[config.mk]
export PLATFORM = sky130hd
export DESIGN_NAME = pfpu_wbtrack_flat
export DESIGN_NICKNAME = d
export VERILOG_FILES = /design/src/rtl/pfpu_wbtrack_pkg.sv /design/src/rtl/pfpu_wbtrack_if.sv /design/src/rtl/pfpu_wbtrack_slots.sv /design/src/rtl/pfpu_wbtrack.sv /design/src/flat_wrapper.sv
export SDC_FILE = /design/constraint.sdc
export NUM_CORES = 1
export LEC_CHECK = 0
export BUFFER_PORTS_ARGS = -buffer_cell sky130_fd_sc_hd__buf_2
export CAP_MARGIN = 20
export CORE_MARGIN = 3
export CORE_UTILIZATION = 59
export CTS_CLUSTER_DIAMETER = 100
export DETAILED_ROUTE_END_ITERATION = 8
export GPL_TIMING_DRIVEN = 0
export PLACE_DENSITY = 0.92
export SYNTH_ARGS = -nofsm -noshare
export SYNTH_HDL_FRONTEND = slang
export SYNTH_HIERARCHICAL = 1
export SYNTH_SLANG_ARGS = --single-unit
[constraint.sdc]
create_clock -name sys_clk -period 2.6 [get_ports sys_clk]
set_clock_uncertainty 0.2 [all_clocks]
set_input_delay 0 -clock sys_clk [delete_from_list [all_inputs] [get_ports sys_clk]]
set_output_delay 0 -clock sys_clk [all_outputs]
set_load 0.01 [all_outputs]
[src/rtl/pfpu_wbtrack_pkg.sv]
// Shared PFPU definitions: opcode encodings, per-opcode result latency and the
// writeback slot record used by the tracker.
package pfpu_pkg;

  localparam int PFPU_DST_W = 7;

  localparam logic [3:0] PFPU_OP_NOP     = 4'h0;
  localparam logic [3:0] PFPU_OP_FADD    = 4'h1;
  localparam logic [3:0] PFPU_OP_FSUB    = 4'h2;
  localparam logic [3:0] PFPU_OP_FMUL    = 4'h3;
  localparam logic [3:0] PFPU_OP_FABS    = 4'h4;
  localparam logic [3:0] PFPU_OP_F2I     = 4'h5;
  localparam logic [3:0] PFPU_OP_I2F     = 4'h6;
  localparam logic [3:0] PFPU_OP_VECTOUT = 4'h7;
  localparam logic [3:0] PFPU_OP_SIN     = 4'h8;
  localparam logic [3:0] PFPU_OP_COS     = 4'h9;
  localparam logic [3:0] PFPU_OP_ABOVE   = 4'ha;
  localparam logic [3:0] PFPU_OP_EQUAL   = 4'hb;
  localparam logic [3:0] PFPU_OP_COPY    = 4'hc;
  localparam logic [3:0] PFPU_OP_IF      = 4'hd;
  localparam logic [3:0] PFPU_OP_TSIGN   = 4'he;
  localparam logic [3:0] PFPU_OP_QUAKE   = 4'hf;

  typedef struct packed {
    logic                  v;
    logic [PFPU_DST_W-1:0] dst;
  } slot_t;

  // Zero means the opcode produces no result and is not tracked.
  function automatic logic [3:0] pfpu_latency(input logic [3:0] op);
    logic [3:0] lat;
    case (op)
      PFPU_OP_FADD, PFPU_OP_FSUB: lat = 4'd5;
      PFPU_OP_FMUL:               lat = 4'd6;
      PFPU_OP_FABS:               lat = 4'd2;
      PFPU_OP_F2I:                lat = 4'd3;
      PFPU_OP_I2F:                lat = 4'd4;
      PFPU_OP_SIN, PFPU_OP_COS:   lat = 4'd5;
      PFPU_OP_ABOVE, PFPU_OP_EQUAL, PFPU_OP_COPY,
      PFPU_OP_IF, PFPU_OP_TSIGN, PFPU_OP_QUAKE: lat = 4'd2;
      default:                    lat = 4'd0;
    endcase
    return lat;
  endfunction

endpackage

[src/rtl/pfpu_wbtrack_if.sv]
// Issue/result/writeback bundle between the PFPU sequencer and the writeback tracker.
interface pfpu_wbtrack_if #(parameter int DST_W = pfpu_pkg::PFPU_DST_W);
  logic             flush;
  logic [3:0]       issue_opcode;
  logic [DST_W-1:0] issue_dst;
  logic [31:0]      r;
  logic             r_valid;
  logic             regf_we;
  logic [DST_W-1:0] regf_waddr;
  logic [31:0]      regf_wdat;
  logic             busy;
  logic             err_sched;
  logic             err_orphan;
  logic             err_missing;

  modport master (
    output flush, issue_opcode, issue_dst, r, r_valid,
    input  regf_we, regf_waddr, regf_wdat, busy, err_sched, err_orphan, err_missing
  );

  modport slave (
    input  flush, issue_opcode, issue_dst, r, r_valid,
    output regf_we, regf_waddr, regf_wdat, busy, err_sched, err_orphan, err_missing
  );
endinterface

[src/rtl/pfpu_wbtrack_slots.sv]
// Delay-line of pending destinations: slot[k] is the result due k cycles ahead.
// Shifts toward slot 0 every cycle and inserts new issues at slot[L-1].
module pfpu_wbtrack_slots
  import pfpu_pkg::*;
#(
  parameter int MAXLAT = 8
) (
  input  logic                  sys_clk,
  input  logic                  sys_rst_n,
  input  logic                  flush,
  input  logic                  ins_valid,
  input  logic [3:0]            ins_lat,
  input  logic [PFPU_DST_W-1:0] ins_dst,
  output slot_t                 head,
  output logic                  occupied,
  output logic                  collide
);

  slot_t slot_q [MAXLAT];
  slot_t slot_d [MAXLAT];

  always_comb begin
    for (int k = 0; k < MAXLAT - 1; k++) slot_d[k] = slot_q[k+1];
    slot_d[MAXLAT-1] = '0;
    collide = 1'b0;
    // An occupied slot[L] lands on slot[L-1] this edge, so the older entry wins.
    for (int k = 0; k < MAXLAT - 1; k++) begin
      if (ins_valid && (int'(ins_lat) == k + 1)) begin
        if (slot_q[k+1].v) collide = 1'b1;
        else               slot_d[k] = '{v: 1'b1, dst: ins_dst};
      end
    end
    if (flush) begin
      for (int k = 0; k < MAXLAT; k++) slot_d[k] = '0;
    end
  end

  always_ff @(posedge sys_clk or negedge sys_rst_n) begin
    if (!sys_rst_n) begin
      for (int k = 0; k < MAXLAT; k++) slot_q[k] <= '0;
    end else begin
      for (int k = 0; k < MAXLAT; k++) slot_q[k] <= slot_d[k];
    end
  end

  always_comb begin
    occupied = 1'b0;
    for (int k = 0; k < MAXLAT; k++) occupied = occupied | slot_q[k].v;
  end

  assign head = slot_q[0];

endmodule

[src/rtl/pfpu_wbtrack.sv]
// PFPU writeback tracker: pairs each ALU result with the destination recorded at
// issue time, drives the register-file write port and latches schedule errors.
module pfpu_wbtrack
  import pfpu_pkg::*;
#(
  parameter int DST_W  = PFPU_DST_W,
  parameter int MAXLAT = 8
) (
  input logic            sys_clk,
  input logic            sys_rst_n,
  pfpu_wbtrack_if.slave  bus
);

  logic [3:0]       issue_lat;
  logic             ins_valid;
  slot_t            head;
  logic             occupied;
  logic             collide;
  logic             match;

  logic             we_q;
  logic [DST_W-1:0] waddr_q;
  logic [31:0]      wdat_q;
  logic             sched_q;
  logic             orphan_q;
  logic             missing_q;

  assign issue_lat = pfpu_latency(bus.issue_opcode);
  assign ins_valid = (issue_lat != 4'd0);
  assign match     = head.v & bus.r_valid;

  pfpu_wbtrack_slots #(.MAXLAT(MAXLAT)) u_slots (
    .sys_clk   (sys_clk),
    .sys_rst_n (sys_rst_n),
    .flush     (bus.flush),
    .ins_valid (ins_valid),
    .ins_lat   (issue_lat),
    .ins_dst   (bus.issue_dst),
    .head      (head),
    .occupied  (occupied),
    .collide   (collide)
  );

  // Match uses slot[0] before this edge's shift, so it is independent of any issue.
  always_ff @(posedge sys_clk or negedge sys_rst_n) begin
    if (!sys_rst_n) begin
      we_q      <= 1'b0;
      waddr_q   <= '0;
      wdat_q    <= '0;
      sched_q   <= 1'b0;
      orphan_q  <= 1'b0;
      missing_q <= 1'b0;
    end else if (bus.flush) begin
      we_q      <= 1'b0;
      sched_q   <= 1'b0;
      orphan_q  <= 1'b0;
      missing_q <= 1'b0;
    end else begin
      we_q <= match;
      if (match) begin
        waddr_q <= head.dst;
        wdat_q  <= bus.r;
      end
      if (collide)                   sched_q   <= 1'b1;
      if (bus.r_valid && !head.v)    orphan_q  <= 1'b1;
      if (head.v && !bus.r_valid)    missing_q <= 1'b1;
    end
  end

  assign bus.regf_we     = we_q;
  assign bus.regf_waddr  = waddr_q;
  assign bus.regf_wdat   = wdat_q;
  assign bus.busy        = occupied | we_q;
  assign bus.err_sched   = sched_q;
  assign bus.err_orphan  = orphan_q;
  assign bus.err_missing = missing_q;

endmodule

[src/flat_wrapper.sv]
// flat-port wrapper written by rule: the top's interface ports become plain ports
module pfpu_wbtrack_flat import pfpu_pkg::*;
#(
  parameter int DST_W  = PFPU_DST_W,
  parameter int MAXLAT = 8
)
  (sys_clk, sys_rst_n, bus_flush, bus_issue_opcode, bus_issue_dst, bus_r, bus_r_valid, bus_regf_we, bus_regf_waddr, bus_regf_wdat, bus_busy, bus_err_sched, bus_err_orphan, bus_err_missing);
  pfpu_wbtrack_if #(.DST_W(DST_W)) bus_i ();
  input logic sys_clk;
  input logic sys_rst_n;
  input wire logic [$bits(bus_i.flush)-1:0] bus_flush;
  input wire logic [$bits(bus_i.issue_opcode)-1:0] bus_issue_opcode;
  input wire logic [$bits(bus_i.issue_dst)-1:0] bus_issue_dst;
  input wire logic [$bits(bus_i.r)-1:0] bus_r;
  input wire logic [$bits(bus_i.r_valid)-1:0] bus_r_valid;
  output wire logic [$bits(bus_i.regf_we)-1:0] bus_regf_we;
  output wire logic [$bits(bus_i.regf_waddr)-1:0] bus_regf_waddr;
  output wire logic [$bits(bus_i.regf_wdat)-1:0] bus_regf_wdat;
  output wire logic [$bits(bus_i.busy)-1:0] bus_busy;
  output wire logic [$bits(bus_i.err_sched)-1:0] bus_err_sched;
  output wire logic [$bits(bus_i.err_orphan)-1:0] bus_err_orphan;
  output wire logic [$bits(bus_i.err_missing)-1:0] bus_err_missing;
  assign bus_i.flush = bus_flush;
  assign bus_i.issue_opcode = bus_issue_opcode;
  assign bus_i.issue_dst = bus_issue_dst;
  assign bus_i.r = bus_r;
  assign bus_i.r_valid = bus_r_valid;
  assign bus_regf_we = bus_i.regf_we;
  assign bus_regf_waddr = bus_i.regf_waddr;
  assign bus_regf_wdat = bus_i.regf_wdat;
  assign bus_busy = bus_i.busy;
  assign bus_err_sched = bus_i.err_sched;
  assign bus_err_orphan = bus_i.err_orphan;
  assign bus_err_missing = bus_i.err_missing;
  pfpu_wbtrack #(.DST_W(DST_W), .MAXLAT(MAXLAT)) u_core (.sys_clk(sys_clk), .sys_rst_n(sys_rst_n), .bus(bus_i));
endmodule
== Word-level counts from Yosys, hierarchy flattened ==
Memories as Yosys holds them, arrays and structs flattened.
Cells that the tools add are included.

* Reductions and logical operators: 16
* Bitwise logic cells: 10
* Mux-type cells: 36
* Equal/unequal tests: 7

{| class="wikitable"
|+ Operators by type and width
! cell !! count
|-
| $mux W64 || 1
|-
| $mux W8 || 7
|-
| $mux W7 || 7
|-
| $mux W1 || 21
|-
| $eq A4 B4 Y1 const B || 4
|-
| $logic_and A1 B1 Y1 || 9
|-
| $eq A4 B3 Y1 const B || 2
|-
| $or A1 B1 Y1 || 8
|-
| $reduce_bool A2 Y1 || 3
|-
| $eq A4 B2 Y1 const B || 1
|-
| $reduce_bool A4 Y1 || 1
|-
| $logic_not A1 Y1 || 2
|-
| $reduce_and A2 Y1 || 1
|-
| $and A1 B1 Y1 || 1
|-
| $not A1 Y1 || 1
|}

* Bits in read-only memories: 48
* Memories: 1
* Register bits after elaboration: 107
* Output and inout bits: 44
* Word-level logic and storage cells: 92

{| class="wikitable"
|+ Memory list
! name !! depth !! bits a word !! read ports !! clocked after memory_dff !! write ports !! RTL line !! text
|-
| (no name shown) || 16 || 3 || 1 || 0 || 0 || pfpu_wbtrack_pkg.sv:32 || <nowiki>case (op)</nowiki>
|}

== Depth between registers and ports, before layout ==
Gate-level depths: netlist of run 1.
An unclocked memory read counts as a cell.

* Depth after elaboration: 18
* Mapped depth: 10
* Gate-level depth less buffers: 10

== Cells and area by module ==
The synthesis of run 1 kept the hierarchy.

{| class="wikitable"
|+ By module, submodules not included
! module !! area each (µm²) !! cells an instance !! instances
|-
| pfpu_wbtrack_slots || 2549.9 || 212 || 1
|-
| pfpu_wbtrack || 1929.4 || 119 || 1
|}

== Least setup slack after synthesis of run 1 ==
Ideal clock, no wire load.

* Kind: input-to-reg
* From: in bus_issue_opcode[0]
* To: reg u_core/u_slots/slot_q[24] (netlist name)
* Arrival: 1.656 ns
* Path slack: 0.605 ns
* Setup time: 0.139 ns
* Cell stages on the path: 9
* Buffers on the path: 2
* Cell sequence: ha_1 nor2b_1 o32ai_1 inv_1 buf_6 nand2b_1 or3_1 clkbuf_1 mux2i_1

{| class="wikitable"
|+ RTL lines
! item !! RTL line !! text
|-
| from (decl) || flat_wrapper.sv:12 || <nowiki>input wire logic [$bits(bus_i.issue_opcode)-1:0] bus_issue_opcode;</nowiki>
|}

==> results.yml, run 1 <==
run_status:
  outcome: "finished clean"
grt:
  top_usage_layer: "met2"
  grt_antenna_before_repair: 0
  grtUsageMet1_pct: 33.9
  use_met3_pct: 6.60
  grt_usage_pct: 27.3
  grt_overflow: 0
  grt_pass1_wl_microns: 17900
  grt_start_max_net_pins: 69
  use_met2_pct: 46.6
  first_global_vias: 3307
floorplanning:
  dieArea_sq_um: 8670
  io_pins: 91
  die_w_microns: 93.1
  start_util_pct: 61.4
  core-area_sq_um: 7290
  num_rows: 31
  die-height_microns: 93.1
setup_path:
  path_class: "primary input to flop"
  r2r-end: "u_core/bus.regf_wdat[27]"
  worstSetupEndpointType: "flop"
  crit_slowest_cell: "or3_1"
  r2r_cells: 6
  cp-start-kind: "primary input"
  ff2ff_setup_slack_ns: 0.79
  cp.arrival_ns: 2.04
  worstPathRequired_ns: 2.62
  worstPathCellList: "buf_2 -> ha_1 -> nor2b_1 -> o32ai_1 -> inv_1 -> buf_6 -> nand2b_1 -> or3_1 -> clkbuf_1 -> mux2i_1"
  r2r-start: "u_core/u_slots/head[7]"
  critical_path.max_fanout: 9
  slowest_delay_ns: 0.39
power:
  p_clk_share_pct: 27.0
  swShare_pct: 29.2
  fin_total_pwr_mw: 3.58
  pwr-share-comb_pct: 22.3
  switching_power_mw: 1.04
  power.internal_mw: 2.54
  p_leak_nw: 3.16
  seq_power_share_pct: 50.7
  power_density_nw_per_um2: 624
  peakVddDrop_uv: 335
sta:
  finalCritPeriodShare_pct: 77.9
  setup-tns-final_ns: 0
  layout_min_cycle_time_ns: 2.02
  worstMarginPinSlew_ns: 0.755
  slew_headroom_pct: 49.3
  fmax_mhz: 494
  rsz0062_at_grt: "no"
  slew_viol_final: 0
  setup_viol: 0
  hold_viol: 0
synth:
  synth_top_cell_area_share_pct: 55.3
  synth_largest_area_cell: "dfrtp_1"
  synth_area_per_cell_sq_um: 13.5
  async_reset_ff_share_pct: 100
  yosysUniqueCellTypes: 35
  synth_area_leaders: "dfrtp_1, mux2_4, mux2i_1, nand2b_1, buf_12"
  ys_ff_latch: 99
  synth_common_cells: "dfrtp_1, nand2b_1, mux2i_1"
  syn_area_sq_um: 4480
  synth_edf_count: 0
  synth_warnings: 6
  yosys_most_used_dff: "dfrtp_1"
  synth_cells: 331
  synth_most_common_cell: "dfrtp_1"
  yosysSeqAreaShare_pct: 55.3
cells_and_area:
  final_nets: 530
  multi_input_area_sq_um: 1770
  regArea_sq_um: 2480
  area_growth_pct: 28.2
  fillerInstances: 395
  drive_above_1_share_pct: 34.8
  antenna_cells: 0
clock_tree:
  cts_resized: 0
  clock_sinks: 99
  cts_buffers: 9
  clock_latency_ns: 0.36
  cts_root_buffer: "clkbuf_8"
  htree_levels: 3
  cts_tree: "built"
  clockBufferDepth: 2
  clk_pin_slew_ns: 0.09
drt:
  drcViolationCount: 0
  vias: 3140
  routed_wl_microns: 11200
  drt-initial-drc-count: 334
  dr.pass1.iters: 4
  drt.antenna.violating_nets: 0
  wl_per_cell_microns: 19.1
  vias_per_cell: 5.37
flow_run:
  cap_viol_max_count: 0
placed_design:
  dpl.hpwl_microns: 6090
  routabilityCongestion: 0.832
  portBuffers: 90
min_path:
  worstHoldPathType: "primary input to flop"
  hold_start: "bus_issue_opcode[2]"
  hold_path_end: "u_core/u_slots/slot_q[47]"
  worstHoldPathCells: 6
## logic make-up after synthesis
group	share of synthesized area, %
adders and majority gates	0.559
other	0.0837
AOI/OAI and AO/OA	1.98
DFF	55.3
muxes	22.9
and+or+nand+nor	13.7
buffers and inverters	5.42
## area by class of cell
type | count | share of cell area [%]
well taps | 99 | 2.16
clock buffers | 10 | 2.40
repair buffers | 135 | 16.2
flip-flops and latches | 99 | 43.2
clock inverters | 6 | 0.937
multi-input cells | 205 | 30.9
plain buffers | 25 | 3.84
inverters | 6 | 0.392
## routing by layer
metal | vias up | wire length (microns) | share of wire, %
li1 | 1406 | - | -
met1 | 1559 | 4400 | 39
met2 | 150 | 5610 | 50
met3 | 25 | 892 | 8.0
met4 | 0 | 260 | 2.3
met5 | - | 0 | 0
## layout by cell type, fill, tap and decap left out, drive strengths merged, types with 3 or more instances in the layout
cell type / instances
and2: 7
conb: 5
mux2i: 44
mux2: 39
inv: 11
nand3b: 3
nand2: 6
dfrtp: 99
buf: 109
nand2b: 53
nor2: 11
nor2b: 4
or3: 5
dlygate4sd3: 43
a21oi: 8
nor3: 3
clkbuf: 18
## power by group through the flow
stage | Combinational, mW | Clock [mW] | Sequential, mW
2_1_floorplan | 0.340 | 0 | 1.89
3_3_place_gp | 0.679 | 0 | 1.80
3_5_place_dp | 0.704 | 0 | 1.83
4_1_cts | 0.768 | 0.975 | 1.80
5_1_grt | 0.851 | 1.05 | 1.83
6_report | 0.797 | 0.968 | 1.82
## critical path, delay by kind of cell
kind                     cells  cell delay, ns
AO/OA/AOI/OAI                1            0.31
AND/OR/NAND/NOR              3            0.71
adder cells (fa/ha/maj)      1            0.20
multiplexers                 1            0.18
buffers and inverters        4            0.63
## state kept, by name (all words and copies together), names as in the netlist
register                cells
u_core/bus.regf_waddr       7
u_core/bus.err_missing      1
u_core/u_slots/head         8
u_core/bus.err_sched        1
u_core/bus.regf_we          1
u_core/bus.regf_wdat       32
u_core/bus.err_orphan       1
u_core/u_slots/slot_q      48
## worst max-delay path by stage
stage                                      to  cells after the start  slack, ns                start
finish              u_core/u_slots/slot_q[26]                     10       0.58  bus_issue_opcode[0]
global route        u_core/u_slots/slot_q[26]                     10       0.47  bus_issue_opcode[0]
CTS                 u_core/u_slots/slot_q[26]                     10       0.62  bus_issue_opcode[0]
detailed placement  u_core/u_slots/slot_q[26]                     10       0.24  bus_issue_opcode[0]
global placement    u_core/u_slots/slot_q[25]                     10       0.31  bus_issue_opcode[0]
floorplan           u_core/u_slots/slot_q[24]                      9       0.61  bus_issue_opcode[0]
## through the flow
stage	hold WS [ns]	std cells	utilization, %	instance area, sq um	setup WS, ns
3_3_place_gp	0.0236	524	69.5	5070	0.311
4_1_cts	0.0731	585	78.7	5740	0.620
6_report	0.101	585	78.7	5740	0.576
3_5_place_dp	-0.233	525	69.9	5100	0.239
5_1_grt	0.172	585	78.7	5740	0.468
2_1_floorplan	-0.496	335	-	4490	0.605
## repair_timing
action | 4_1_cts | 5_1_grt
hold buffers | 44 | 0
setup buffers | 0 | 0
hold endpoints to repair | 183 | 0
No activity file was read; power rests on OpenSTA's default activity.
==> run 2: changes to the inputs <==
- CORE_UTILIZATION: 59 -> 49
- PLACE_DENSITY: 0.92 -> 0.82
- clock period: 2.6 -> 1.7 ns (I/O delays scaled with it)
==> run 2 against run 1 <==
The flow now finishes with violations (setup timing); non-clock buffer count up 11; largest power group unchanged; via count down 2.5%; setup slack worse by 0.68 ns; sequential share of layout area down 2.3 points; design area up 5.7%; routed wire length down 8.7%; total power up 54%; die area up 19%; first-iteration DRC count down 75%.
==> results.yml, run 2 (synthesis gave the netlist of run 1 again) <==
run_status:
  outcome: "complete, but fails checks"
  violations: "setup timing"
drt:
  met3WireLength_microns: 624
  drt.antenna.violating_nets: 0
  route.met2.wl_microns: 5360
  routed_wl_microns: 10200
  drcViolationCount: 0
  drt-met1-wl_microns: 4040
  wl_per_cell_microns: 16.8
  vias: 3063
  drt-initial-drc-count: 84
  vias_per_cell: 5.06
  highest-signal-layer: "met4"
  dr.pass1.iters: 4
clock_tree:
  cts_tree: "built"
  clk_pin_slew_ns: 0.11
  cts_buffers: 9
  clockBufferDepth: 2
  htree_levels: 3
  clock_sinks: 99
  cts_root_buffer: "clkbuf_8"
  clock_latency_ns: 0.36
power:
  swShare_pct: 28.7
  power.internal_mw: 3.93
  p_clk_share_pct: 26.7
  pwr-share-comb_pct: 23.2
  seq_power_share_pct: 50.2
  p_leak_nw: 3.30
  power_density_nw_per_um2: 909
  switching_power_mw: 1.58
  peakVddDrop_uv: 410
floorplanning:
  num_rows: 34
  start_util_pct: 50.9
  io_pins: 91
  die-height_microns: 102
  dieArea_sq_um: 10300
  core-area_sq_um: 8810
  die_w_microns: 102
cells_and_area:
  regArea_sq_um: 2480
  final_nets: 541
  final_cells: 605
  fin_area_sq_um: 6070
  multi_input_area_sq_um: 1890
  largest_reg_flops: 48
  fillerInstances: 585
  drive_above_1_share_pct: 40.2
  layout.cells.most_common_list: "dfrtp_1, buf_2, nand2b_1, mux2i_1, dlygate4sd3_1"
  regMostFlops: "u_core/u_slots/slot_q"
  area_growth_pct: 35.4
  antenna_cells: 0
  layout_commonest_cell: "dfrtp_1"
flow_run:
  cap_viol_max_count: 0
setup_path:
  worstSetupEndpointType: "flop"
  path_class: "flop to flop"
  critical_path.max_fanout: 7
  cp.arrival_ns: 1.84
  cp-start-kind: "flop"
  worstPathRequired_ns: 1.74
grt:
  grt_start_max_net_pins: 56
  grt_antenna_before_repair: 0
  grt_usage_pct: 19.3
  grt_pass1_wl_microns: 15500
  grt_overflow: 0
  first_global_vias: 3186
sta:
  hold_viol: 0
  setup_ws_ns: -0.103
  layout_min_cycle_time_ns: 1.80
  slew_headroom_pct: 49.1
  fmax_mhz: 555
  finalCritPeriodShare_pct: 106
  rsz0062_at_grt: "yes"
  worstMarginPinSlew_ns: 0.758
  slew_viol_final: 0
  setup_viol: 58
placed_design:
  dpl.hpwl_microns: 5800
  portBuffers: 90
  post-place-ws_ns: -0.588
  place_area_sq_um: 5180
  placedCellCount: 534
  routabilityCongestion: 0.807
min_path:
  worstHoldPathType: "primary input to flop"
[run 2: area by class of cell]
class	count	area share, %
clock buffer	10	2.27
multi-input combinational	205	31.1
buffer	23	3.65
timing repair buffer	148	18.5
sequential	99	40.8
inverter	6	0.578
clock inverter	6	0.887
tap	108	2.23
[run 2: per-layer routing]
| layer | vias up | global-route usage, % |
|---|---|---|
| li1 | 1429 | - |
| met3 | 18 | 3.79 |
| met4 | 0 | 6.24 |
| met5 | - | 0 |
| met1 | 1518 | 23.0 |
| met2 | 98 | 34.9 |
[run 2: worst paths after layout]
kind / endpoint / start / depth (start not counted) / slack [ns]
worst max register to register: u_core/bus.regf_wdat[27] / u_core/u_slots/head[7] / 6 / -0.10
worst min register to register: u_core/bus.err_orphan / u_core/bus.err_orphan / 2 / 0.31
worst max-delay path: u_core/bus.regf_wdat[27] / u_core/u_slots/head[7] / 6 / -0.10
max in group asynchronous: u_core/u_slots/slot_q[16] / sys_rst_n / 4 / 0.22
min in group asynchronous: u_core/bus.regf_wdat[4] / sys_rst_n / 3 / 0.46
worst min-delay path: u_core/u_slots/slot_q[47] / bus_issue_opcode[2] / 5 / 0.03
[run 2: stage by stage]
stage	power, mW	TNS, ns	hold slack (ns)	util, %
floorplan	3.42	-2.98	-0.496	-
global placement	3.82	-65.09	0.0233	58.5
detailed placement	3.87	-25.53	-0.156	58.9
CTS	5.44	-1.29	0.0455	66.6
global route	5.75	-8.73	0.115	68.9
finish	5.51	-3.46	0.0264	68.9
[run 2: power by group through the flow]
stage          sequential (mW)  clock, mW  combinational (mW)
2_1_floorplan             2.89          0               0.531
3_3_place_gp              2.76          0                1.06
3_5_place_dp              2.78          0                1.09
4_1_cts                   2.73       1.50                1.20
5_1_grt                   2.79       1.60                1.36
6_report                  2.77       1.47                1.28
[run 2: worst max-delay path: stages, from the launching register on]
cell,delay (ns)
dfrtp_1,0.39
buf_6,0.11
inv_2,0.03
or3_1,0.31
buf_6,0.17
clkbuf_16,0.17
mux2_4,0.30
[run 2: what timing repair did]
| action | CTS | global route |
|---|---|---|
| pin swaps | 5 | 7 |
| endpoints found under the setup margin | 90 | 146 |
| setup buffers | 3 | 8 |
| gates cloned | 0 | 3 |
| endpoints found under the hold margin | 183 | 0 |
| gates resized for setup | 12 | 18 |
| hold buffers | 43 | 0 |
==> run 3: changes to the inputs <==
- PLACE_DENSITY: 0.82 -> 0.72
==> run 3 against run 2 <==
The run ends with hold timing, setup timing left; die area stayed put; final cell count is 0.99% lower; critical path type unchanged; setup slack improved by 0.062 ns; non-clock buffer count decreased by 6; largest power group unchanged; routed wire length shrank 8.8%.
==> results.yml, run 3 (synthesis gave the netlist of run 1 again) <==
run_status:
  outcome: "complete, but fails checks"
  violations: "hold timing, setup timing"
drt:
  dr.pass1.iters: 4
  vias: 2951
  wl_per_cell_microns: 15.5
  drt-initial-drc-count: 73
  drt.antenna.violating_nets: 0
  routed_wl_microns: 9290
  drcViolationCount: 0
  vias_per_cell: 4.93
cells_and_area:
  layout_commonest_cell: "dfrtp_1"
  utilization_pct: 67.6
  drive_above_1_share_pct: 39.5
  layout.cells.most_common_list: "dfrtp_1, buf_2, nand2b_1, mux2i_1, dlygate4sd3_1"
  final_nets: 535
  fillerInstances: 594
  final_cells: 599
  area_growth_pct: 32.9
  largest_reg_flops: 48
  antenna_cells: 0
  regMostFlops: "u_core/u_slots/slot_q"
sta:
  hold_ws_ns: -0.00453
  slew_viol_final: 0
  layout_min_cycle_time_ns: 1.74
  finalCritPeriodShare_pct: 102
  hold_viol: 1
  setup_viol: 39
  rsz0062_at_grt: "yes"
  fmax_mhz: 575
  setup_ws_ns: -0.0404
setup_path:
  cp-start-kind: "flop"
  critical_path.max_fanout: 10
  path_class: "flop to flop"
  r2r-start: "u_core/u_slots/head[7]"
  worstSetupEndpointType: "flop"
  worstPathCellList: "buf_6 -> inv_2 -> or3_4 -> buf_12 -> mux2_4"
  ff2ff_setup_slack_ns: -0.04
  worstPathRequired_ns: 1.74
  crit_slowest_cell: "or3_4"
  cp.arrival_ns: 1.78
  r2r_cells: 5
  slowest_delay_ns: 0.42
  r2r-end: "u_core/bus.regf_wdat[20]"
placed_design:
  routabilityCongestion: 0.785
  portBuffers: 90
  dpl.hpwl_microns: 5640
  placedCellCount: 534
floorplanning:
  io_pins: 91
  die_w_microns: 102
  die-height_microns: 102
  start_util_pct: 50.9
  num_rows: 34
  core-area_sq_um: 8810
  dieArea_sq_um: 10300
clock_tree:
  cts_buffers: 9
  clock_latency_ns: 0.36
  cts_tree: "built"
  htree_levels: 3
  clockBufferDepth: 2
  clock_sinks: 99
  clk_pin_slew_ns: 0.11
  cts_root_buffer: "clkbuf_8"
grt:
  grt_overflow: 0
  first_global_vias: 3209
  grt_pass1_wl_microns: 15300
  grt_usage_pct: 18.8
  grt_antenna_before_repair: 0
  grt_start_max_net_pins: 58
min_path:
  worstHoldPathCells: 3
  hold_path_end: "u_core/u_slots/slot_q[15]"
  hold_start: "bus_flush"
  worstHoldPathType: "primary input to flop"
power:
  p_leak_nw: 3.24
  power_density_nw_per_um2: 913
  peakVddDrop_uv: 448
  fin_total_pwr_mw: 5.44
flow_run:
  cap_viol_max_count: 0
## run 3: through the flow
stage / setup TNS, ns / setup WS [ns] / area [sq um]
after floorplan: -2.98 / -0.118 / 4570
after global placement: -73.77 / -0.524 / 5150
after detailed placement: -27.01 / -0.569 / 5180
after CTS: -1.92 / -0.0659 / 5920
after global routing: -2.33 / -0.0801 / 5950
final: -0.639 / -0.0404 / 5950
## run 3: layer usage
layer	track usage, %	up-vias	wire, microns
li1	-	1409	-
met1	23.6	1439	4030
met2	31.9	90	4560
met3	3.86	13	576
met4	7.16	0	123
met5	0	-	0
## run 3: where the power goes
group	total (mW)	internal (mW)	switching, mW
Combinational	1.22	0.697	0.528
Sequential	2.75	2.61	0.142
Clock	1.46	0.574	0.886
## run 3: area by class of cell
class	count	area, sq um	area share (%)
Sequential cell	99	2480	41.6
Multi-Input combinational cell	205	1880	31.6
Timing Repair Buffer	144	1040	17.5
Buffer	21	191	3.22
Tap cell	108	135	2.27
Clock buffer	9	124	2.08
Clock inverter	7	68.8	1.16
Inverter	6	35.0	0.588
## run 3: worst max-delay path: cells and delay by family, from the launching register on
kind	cells	cell delay (ns)
buffers and inverters	3	0.32
flip-flops	1	0.37
multiplexers	1	0.30
AND/OR/NAND/NOR	1	0.42
## run 3: worst max-delay path by stage
stage,to,start
2_1_floorplan,u_core/u_slots/slot_q[29],bus_issue_opcode[0]
3_3_place_gp,u_core/u_slots/slot_q[9],sys_rst_n
3_5_place_dp,u_core/u_slots/slot_q[46],bus_issue_opcode[1]
4_1_cts,u_core/bus.regf_waddr[4],u_core/u_slots/head[7]
5_1_grt,u_core/bus.err_sched,bus_issue_opcode[1]
6_report,u_core/bus.regf_wdat[20],u_core/u_slots/head[7]
## run 3: timing repair
item	in CTS	in global routing
gates cloned	1	0
pin swaps	5	5
resized for setup	17	12
buffers inserted	5	4
endpoints found under the setup margin	91	145
hold endpoints to repair	183	0
hold buffers	43	0
